--- src/rtl/cache_setassoc_l2_pkg.sv ---
// Shared types and width helpers for the set-associative L2 cache.
// The FSM state enum and the index/tag split widths live here.
package cache_pkg;

    typedef enum logic [1:0] {
        IDLE      = 2'd0,
        LOOKUP    = 2'd1,
        MISS_WAIT = 2'd2,
        FILL      = 2'd3
    } state_t;

    function automatic int age_width(input int ways);
        return (ways > 1) ? $clog2(ways) : 1;
    endfunction

    function automatic int idx_width(input int sets);
        return $clog2(sets);
    endfunction

    function automatic int tag_width(input int addr_w, input int sets);
        return addr_w - $clog2(sets);
    endfunction

endpackage

--- src/rtl/cache_setassoc_l2_if.sv ---
// Request/response and backing-memory bus of the L2 cache.
// The slave modport is the cache side; master is the driver/memory side.
interface cache_setassoc_l2_if #(
    parameter int ADDR_W = 11,
    parameter int DATA_W = 11,
    parameter int CNT_W  = 16
);
    logic              read;
    logic [ADDR_W-1:0] addr;
    logic              flush;
    logic              ready;
    logic              resp_valid;
    logic [DATA_W-1:0] read_data;
    logic              hit;
    logic              mem_req;
    logic [ADDR_W-1:0] mem_addr;
    logic              mem_ready;
    logic [DATA_W-1:0] mem_rdata;
    logic [CNT_W-1:0]  hit_count;
    logic [CNT_W-1:0]  miss_count;

    modport slave (
        input  read, addr, flush, mem_ready, mem_rdata,
        output ready, resp_valid, read_data, hit, mem_req, mem_addr,
               hit_count, miss_count
    );

    modport master (
        output read, addr, flush, mem_ready, mem_rdata,
        input  ready, resp_valid, read_data, hit, mem_req, mem_addr,
               hit_count, miss_count
    );
endinterface

--- src/rtl/cache_setassoc_l2_lru_age.sv ---
// True-LRU helper: from one set's age vector and valid bits, computes the
// victim way and the ages after an access. Purely combinational.
module cache_lru_age
    import cache_pkg::*;
#(
    parameter int WAYS  = 2,
    parameter int AGE_W = age_width(WAYS)
) (
    input  logic [AGE_W-1:0] i_age [WAYS],
    input  logic [WAYS-1:0]  i_valid,
    input  logic [AGE_W-1:0] i_acc_way,
    output logic [AGE_W-1:0] o_age_next [WAYS],
    output logic [AGE_W-1:0] o_victim
);

    logic             w_found;
    logic [AGE_W-1:0] w_old_age;

    always_comb begin
        o_victim = '0;
        w_found  = 1'b0;
        for (int w = 0; w < WAYS; w++) begin
            if (!i_valid[w] && !w_found) begin
                o_victim = AGE_W'(w);
                w_found  = 1'b1;
            end
        end
        if (!w_found) begin
            for (int w = 0; w < WAYS; w++) begin
                if (i_age[w] == AGE_W'(WAYS - 1))
                    o_victim = AGE_W'(w);
            end
        end
    end

    // Ways younger than the accessed one age by one; the accessed way becomes 0.
    always_comb begin
        w_old_age = i_age[i_acc_way];
        for (int w = 0; w < WAYS; w++) begin
            if (AGE_W'(w) == i_acc_way)
                o_age_next[w] = '0;
            else if (i_age[w] < w_old_age)
                o_age_next[w] = i_age[w] + 1'b1;
            else
                o_age_next[w] = i_age[w];
        end
    end

endmodule

--- src/rtl/cache_setassoc_l2.sv ---
// Read-only N-way set-associative L2 with true-LRU, flush-all, a
// backing-memory miss handshake and saturating hit/miss counters.
module cache_setassoc_l2
    import cache_pkg::*;
#(
    parameter int ADDR_W = 11,
    parameter int DATA_W = 11,
    parameter int SETS   = 16,
    parameter int WAYS   = 2,
    parameter int CNT_W  = 16
) (
    input  logic                clk,
    input  logic                rst,
    cache_setassoc_l2_if.slave  bus
);

    localparam int IDX_W = idx_width(SETS);
    localparam int TAG_W = tag_width(ADDR_W, SETS);
    localparam int AGE_W = age_width(WAYS);

    state_t            r_state;
    logic [ADDR_W-1:0] r_addr;
    logic [WAYS-1:0]   r_valid [SETS];
    logic [TAG_W-1:0]  r_tag   [SETS][WAYS];
    logic [DATA_W-1:0] r_data  [SETS][WAYS];
    logic [AGE_W-1:0]  r_age   [SETS][WAYS];
    logic [DATA_W-1:0] r_fill_data;
    logic              r_resp_valid;
    logic              r_hit;
    logic [DATA_W-1:0] r_read_data;
    logic              r_mem_req;
    logic [ADDR_W-1:0] r_mem_addr;
    logic [CNT_W-1:0]  r_hit_cnt;
    logic [CNT_W-1:0]  r_miss_cnt;

    logic [IDX_W-1:0]  w_idx;
    logic [TAG_W-1:0]  w_tag;
    logic [WAYS-1:0]   w_hit_vec;
    logic              w_hit;
    logic [AGE_W-1:0]  w_hit_way;
    logic [AGE_W-1:0]  w_victim;
    logic [AGE_W-1:0]  w_acc_way;
    logic [AGE_W-1:0]  w_set_age  [WAYS];
    logic [AGE_W-1:0]  w_age_next [WAYS];

    assign w_idx = r_addr[IDX_W-1:0];
    assign w_tag = r_addr[ADDR_W-1:IDX_W];

    always_comb begin
        w_hit_vec = '0;
        w_hit_way = '0;
        for (int w = 0; w < WAYS; w++) begin
            w_hit_vec[w] = r_valid[w_idx][w] && (r_tag[w_idx][w] == w_tag);
            w_set_age[w] = r_age[w_idx][w];
        end
        for (int w = WAYS - 1; w >= 0; w--) begin
            if (w_hit_vec[w])
                w_hit_way = AGE_W'(w);
        end
    end

    assign w_hit     = |w_hit_vec;
    assign w_acc_way = (r_state == LOOKUP) ? w_hit_way : w_victim;

    cache_lru_age #(
        .WAYS  (WAYS),
        .AGE_W (AGE_W)
    ) u_lru (
        .i_age      (w_set_age),
        .i_valid    (r_valid[w_idx]),
        .i_acc_way  (w_acc_way),
        .o_age_next (w_age_next),
        .o_victim   (w_victim)
    );

    always_ff @(posedge clk) begin
        if (rst) begin
            r_state      <= IDLE;
            r_addr       <= '0;
            r_fill_data  <= '0;
            r_resp_valid <= 1'b0;
            r_hit        <= 1'b0;
            r_read_data  <= '0;
            r_mem_req    <= 1'b0;
            r_mem_addr   <= '0;
            r_hit_cnt    <= '0;
            r_miss_cnt   <= '0;
            for (int s = 0; s < SETS; s++) begin
                r_valid[s] <= '0;
                for (int w = 0; w < WAYS; w++)
                    r_age[s][w] <= AGE_W'(w);
            end
        end else begin
            r_resp_valid <= 1'b0;
            r_hit        <= 1'b0;
            case (r_state)
                IDLE: begin
                    if (bus.flush) begin
                        for (int s = 0; s < SETS; s++)
                            r_valid[s] <= '0;
                    end else if (bus.read) begin
                        r_addr  <= bus.addr;
                        r_state <= LOOKUP;
                    end
                end
                LOOKUP: begin
                    if (w_hit) begin
                        r_resp_valid <= 1'b1;
                        r_hit        <= 1'b1;
                        r_read_data  <= r_data[w_idx][w_hit_way];
                        for (int w = 0; w < WAYS; w++)
                            r_age[w_idx][w] <= w_age_next[w];
                        if (r_hit_cnt != '1)
                            r_hit_cnt <= r_hit_cnt + 1'b1;
                        r_state <= IDLE;
                    end else begin
                        if (r_miss_cnt != '1)
                            r_miss_cnt <= r_miss_cnt + 1'b1;
                        r_mem_req  <= 1'b1;
                        r_mem_addr <= r_addr;
                        r_state    <= MISS_WAIT;
                    end
                end
                MISS_WAIT: begin
                    if (bus.mem_ready) begin
                        r_fill_data <= bus.mem_rdata;
                        r_mem_req   <= 1'b0;
                        r_state     <= FILL;
                    end
                end
                FILL: begin
                    r_valid[w_idx][w_victim] <= 1'b1;
                    r_tag[w_idx][w_victim]   <= w_tag;
                    r_data[w_idx][w_victim]  <= r_fill_data;
                    for (int w = 0; w < WAYS; w++)
                        r_age[w_idx][w] <= w_age_next[w];
                    r_resp_valid <= 1'b1;
                    r_read_data  <= r_fill_data;
                    r_state      <= IDLE;
                end
                default: r_state <= IDLE;
            endcase
        end
    end

    assign bus.ready      = (r_state == IDLE) && !rst;
    assign bus.resp_valid = r_resp_valid;
    assign bus.hit        = r_hit;
    assign bus.read_data  = r_read_data;
    assign bus.mem_req    = r_mem_req;
    assign bus.mem_addr   = r_mem_addr;
    assign bus.hit_count  = r_hit_cnt;
    assign bus.miss_count = r_miss_cnt;

endmodule

--- src/flat_wrapper.sv ---
// flat-port wrapper written by rule: the top's interface ports become plain ports
module cache_setassoc_l2_flat import cache_pkg::*;
#(
    parameter int ADDR_W = 11,
    parameter int DATA_W = 11,
    parameter int SETS   = 16,
    parameter int WAYS   = 2,
    parameter int CNT_W  = 16
)
  (clk, rst, bus_read, bus_addr, bus_flush, bus_mem_ready, bus_mem_rdata, bus_ready, bus_resp_valid, bus_read_data, bus_hit, bus_mem_req, bus_mem_addr, bus_hit_count, bus_miss_count);
  cache_setassoc_l2_if #(.ADDR_W(ADDR_W), .DATA_W(DATA_W), .CNT_W(CNT_W)) bus_i ();
  input  logic clk;
  input  logic rst;
  input wire logic [$bits(bus_i.read)-1:0] bus_read;
  input wire logic [$bits(bus_i.addr)-1:0] bus_addr;
  input wire logic [$bits(bus_i.flush)-1:0] bus_flush;
  input wire logic [$bits(bus_i.mem_ready)-1:0] bus_mem_ready;
  input wire logic [$bits(bus_i.mem_rdata)-1:0] bus_mem_rdata;
  output wire logic [$bits(bus_i.ready)-1:0] bus_ready;
  output wire logic [$bits(bus_i.resp_valid)-1:0] bus_resp_valid;
  output wire logic [$bits(bus_i.read_data)-1:0] bus_read_data;
  output wire logic [$bits(bus_i.hit)-1:0] bus_hit;
  output wire logic [$bits(bus_i.mem_req)-1:0] bus_mem_req;
  output wire logic [$bits(bus_i.mem_addr)-1:0] bus_mem_addr;
  output wire logic [$bits(bus_i.hit_count)-1:0] bus_hit_count;
  output wire logic [$bits(bus_i.miss_count)-1:0] bus_miss_count;
  assign bus_i.read = bus_read;
  assign bus_i.addr = bus_addr;
  assign bus_i.flush = bus_flush;
  assign bus_i.mem_ready = bus_mem_ready;
  assign bus_i.mem_rdata = bus_mem_rdata;
  assign bus_ready = bus_i.ready;
  assign bus_resp_valid = bus_i.resp_valid;
  assign bus_read_data = bus_i.read_data;
  assign bus_hit = bus_i.hit;
  assign bus_mem_req = bus_i.mem_req;
  assign bus_mem_addr = bus_i.mem_addr;
  assign bus_hit_count = bus_i.hit_count;
  assign bus_miss_count = bus_i.miss_count;
  cache_setassoc_l2 #(.ADDR_W(ADDR_W), .DATA_W(DATA_W), .SETS(SETS), .WAYS(WAYS), .CNT_W(CNT_W)) u_core (.clk(clk), .rst(rst), .bus(bus_i));
endmodule
--- config.mk ---
export PLATFORM = sky130hd
export DESIGN_NAME = cache_setassoc_l2_flat
export DESIGN_NICKNAME = d
export VERILOG_FILES = /design/src/rtl/cache_setassoc_l2_pkg.sv /design/src/rtl/cache_setassoc_l2_if.sv /design/src/rtl/cache_setassoc_l2_lru_age.sv /design/src/rtl/cache_setassoc_l2.sv /design/src/flat_wrapper.sv
export SDC_FILE = /design/constraint.sdc
export NUM_CORES = 1
export LEC_CHECK = 0
export ABC_AREA = 1
export BUFFER_PORTS_ARGS = -buffer_cell sky130_fd_sc_hd__buf_2
export CORE_MARGIN = 2
export CORE_UTILIZATION = 50
export CTS_BUF_LIST = sky130_fd_sc_hd__clkbuf_16
export DETAILED_ROUTE_END_ITERATION = 8
export PLACE_DENSITY = 0.67
export SLEW_MARGIN = 5
export SYNTH_ARGS = -nofsm -noshare
export SYNTH_HDL_FRONTEND = slang
export SYNTH_HIERARCHICAL = 1
export SYNTH_SLANG_ARGS = --single-unit
--- constraint.sdc ---
create_clock -name clk -period 4.3 [get_ports clk]
set_input_delay 0.645 -clock clk [delete_from_list [all_inputs] [get_ports clk]]
set_output_delay 0.645 -clock clk [all_outputs]
set_load 0.02 [all_outputs]
==> run metrics <==
Final Hold Viols 0; Final min period 3970 ps; total nets after synthesis 2909; die span in y 251 µm; vias per cell 5.82; sequential power share 0.507; number of hold buffers added after cts 0; top cell family by delay on the critical path simple AND/OR/NAND/NOR gates; CP bufs+invs 3; Final #Nets 2961; dominant cell by count in the synthesized netlist edfxtp_1; Finish-stage setup viols 0; Warnings, synthesis 6; cell depth of the worst setup path 18; FFs w/ async S/R, synth 0; largest net degree at the start of global routing 159; Crit-path slowest cell nor2_2; RePlAce Congestion 0.929; share of layout cells above drive strength 1 0.104; Internal 0.0116 W; CTS root buffer clkbuf_16; via count 22000; RSZ-0062 raised after global routing no; pre-CTS setup slack 508 ps; vias in the first global route 21100; final instance area 34000 µm²; fin cells 3771; Mapped Cells 2880; Boundary Pins 85; reg2reg path depth 18; cell taking the most area after synthesis edfxtp_1; # port buffers 84; status finished, final reports clean; skew final 17.6 ps; CORE AREA 60200 µm²; cts repair resizes 0; DRC viols 0; hpwl dp 47.0 mm; Comb pwr share 0.101; Inst Count DP 3640; Max stage delay on crit path 580 ps; Remaining Overflow, GRT 0; dominant cells by area after synthesis edfxtp_1 60%, dfxtp_1 7.8%, nand2_1 6.8%, nor2_1 4.3%, nand3_1 4.2%; setup slack, reg-to-reg 330 ps; Die Outline Area 62800 µm²; mean cell area of the mapped netlist 10.6 µm²; post-CTS setup buffer count 0; Post-Syn Area 30400 µm²; critical path class register to register; number of synthesized flops with an enable pin 607; initial antenna violation count 0; clock-pin slew of the registers on the worst-case setup and hold paths 60 ps; First-pass DRT Iterations 6; crit path cell chain buf_12 -> buf_4 -> nand2_1 -> nand2_1 -> nand2_1 -> nand3_1 -> nand3_1 -> nand2_1 -> nand2_1 -> nand2_1 -> nor2_1 -> nand2_1 -> nor2_2 -> buf_4 -> nor2_2 -> nand3_2 -> nand2_1 -> a21oi_1; top cells by count, synth 607 x edfxtp_1, 554 x nand2_1, 346 x nor2_1, 257 x inv_1, 254 x nand3_1; Net Switching 0.00388 W; CP Launch Type register; global router's overall resource usage 0.256; end of the critical path u_core/bus.miss_count[4]; pins over their slew limit 0; # rows 90; predominant post-synthesis flop cell edfxtp_1; worst-skew pair later-pin latency 610 ps; r2r endpoint u_core/bus.miss_count[4]; DR WL/cell 21.5 µm; filler instances 5006; VDD IR-drop max 0.000336 V; H-tree Lvls 3; global-route wire length before repair 123 mm; Max-cap violations 0; Layout area overhead 11.8%; worst slew pin tran 1270 ps; leakage power 12.6 nW; Antenna Diode Count 0; CTS sink count 725; data required time at the worst endpoint 4770 ps; clock buffer depth 3; Max transition margin 0.155; Synth Register Bits 725; min setup slack post-route 330 ps; f_max 0.252 GHz; Sw Ratio 0.251; dpl cell area 31800 µm²; Antenna Violating Nets Remaining 0; crit share post-route 0.923; PD cells 454 nW/µm²; Die Width 251 µm; Unique masters post-synth 32; Clock power frac 0.392; Power, Total 0.0154 W; Hold Path Class input pin to register; top cell type's share of synthesized area 0.599; Total Wirelength 81.0 mm; Worst Path Arrival 4440 ps; CTS buffer count 72; Initial Util 0.505; sequential-to-total area share from yosys stat 0.677; Crit. End Element register; Most common cell on crit path nand2_1; Iter 0 DRT Violations 2697; setup_tns 0 ps; Max Fanout on Critical Path 158; CTS tree built
==> layer usage <==
metal  track usage  vias to the layer above  routed length (µm)  share of wire
li1              -                    10100                   -              -
met1         0.358                    10700               34000           0.42
met2         0.413                      983               37700           0.47
met3        0.0401                      179                6690          0.083
met4        0.0835                        0                2580          0.032
met5             0                        -                   0              0
==> layout by cell type (no fill, tap or decap), types with 2 or more instances in the layout <==
cell type,count
a21oi_1,73
buf_12,4
buf_2,84
buf_4,68
bufinv_16,4
clkbuf_16,76
clkinv_1,17
clkinv_2,12
clkinvlp_4,2
dfxtp_1,113
dfxtp_2,2
dfxtp_4,3
edfxtp_1,607
ha_1,2
inv_1,271
inv_2,4
inv_6,3
nand2_1,554
nand2_2,3
nand3_1,254
nand3_2,3
nand4_1,36
nor2_1,313
nor2_2,35
nor3_1,10
nor4_1,4
o211ai_1,33
o21ai_0,228
o21ai_1,7
o221ai_1,77
o22ai_1,51
or2_2,2
xnor2_1,6
xor2_1,20
==> flip-flops by register name, indices dropped and copies added, names as in the netlist, named ones only <==
name and flops:
u_core/r_addr 11, u_core/r_age 32, u_core/r_state 1, u_core/r_fill_data 11
u_core/bus.hit 1, u_core/bus.miss_count 16, u_core/bus.read_data 11, u_core/r_valid 32
u_core/bus.hit_count 16, u_core/bus.mem_addr 11, u_core/bus.resp_valid 1, u_core/r_tag 224
u_core/bus.mem_req 1, u_core/r_data 352
==> cell type report <==
type | instances | area (µm²) | area share
Clock buffer | 76 | 1900 | 0.0559
Clock inverter | 55 | 350 | 0.0103
Inverter | 261 | 990 | 0.0291
Multi-Input combinational cell | 1716 | 8180 | 0.241
Sequential cell | 725 | 20600 | 0.606
Tap cell | 782 | 978 | 0.0288
Timing Repair Buffer | 156 | 1010 | 0.0297
==> power groups by stage <==
stage / Combinational, W / Sequential (W) / Clock, W
after floorplan: 0.000982 / 0.00797 / 0
after global placement: 0.00150 / 0.00797 / 0
after detailed placement: 0.00153 / 0.00798 / 0
after CTS: 0.00153 / 0.00783 / 0.00612
after global routing: 0.00170 / 0.00784 / 0.00637
final: 0.00155 / 0.00783 / 0.00605
==> worst min path at each step <==
stage	start	end	slack [ps]	cells after the start
6_report	bus_mem_rdata[4]	u_core/r_fill_data[4]	320	3
3_3_place_gp	u_core/r_valid[4][1]	u_core/r_valid[4][1]	450	2
4_1_cts	bus_mem_rdata[4]	u_core/r_fill_data[4]	300	3
5_1_grt	bus_mem_rdata[4]	u_core/r_fill_data[4]	330	3
3_5_place_dp	u_core/bus.mem_addr[1]	u_core/bus.mem_addr[1]	460	2
2_1_floorplan	u_core/r_valid[12][1]	u_core/r_valid[12][1]	440	2
==> cells by family (layout without fill, tap and decap cells) <==
family	after synthesis	count (layout)	synth area share
and+or+nand+nor	1216	1216	0.166
DFF	725	725	0.677
AOI/OAI and AO/OA	472	472	0.0922
buffers and inverters	439	548	0.0569
xor gates and xnor gates	26	26	0.00749
adders and majority gates	2	2	0.000823
==> worst reg2reg max path, cell delays in order (launching register included) <==
cell     delay [ps]
dfxtp_4         390
buf_12          530
buf_4           580
nand2_1         110
nand2_1          90
nand2_1          50
nand3_1          80
nand3_1         140
nand2_1         130
nand2_1          50
nand2_1          60
nor2_1           40
nand2_1          80
nor2_2           70
buf_4           200
nor2_2          580
nand3_2         410
nand2_1         160
a21oi_1          70
==> per-stage QoR <==
step	utilization	hold WS, ps
2_1_floorplan	-	438
3_3_place_gp	0.527	449
3_5_place_dp	0.527	455
4_1_cts	0.565	302
5_1_grt	0.565	334
6_report	0.565	321
Power figures use the tool's default switching activity.
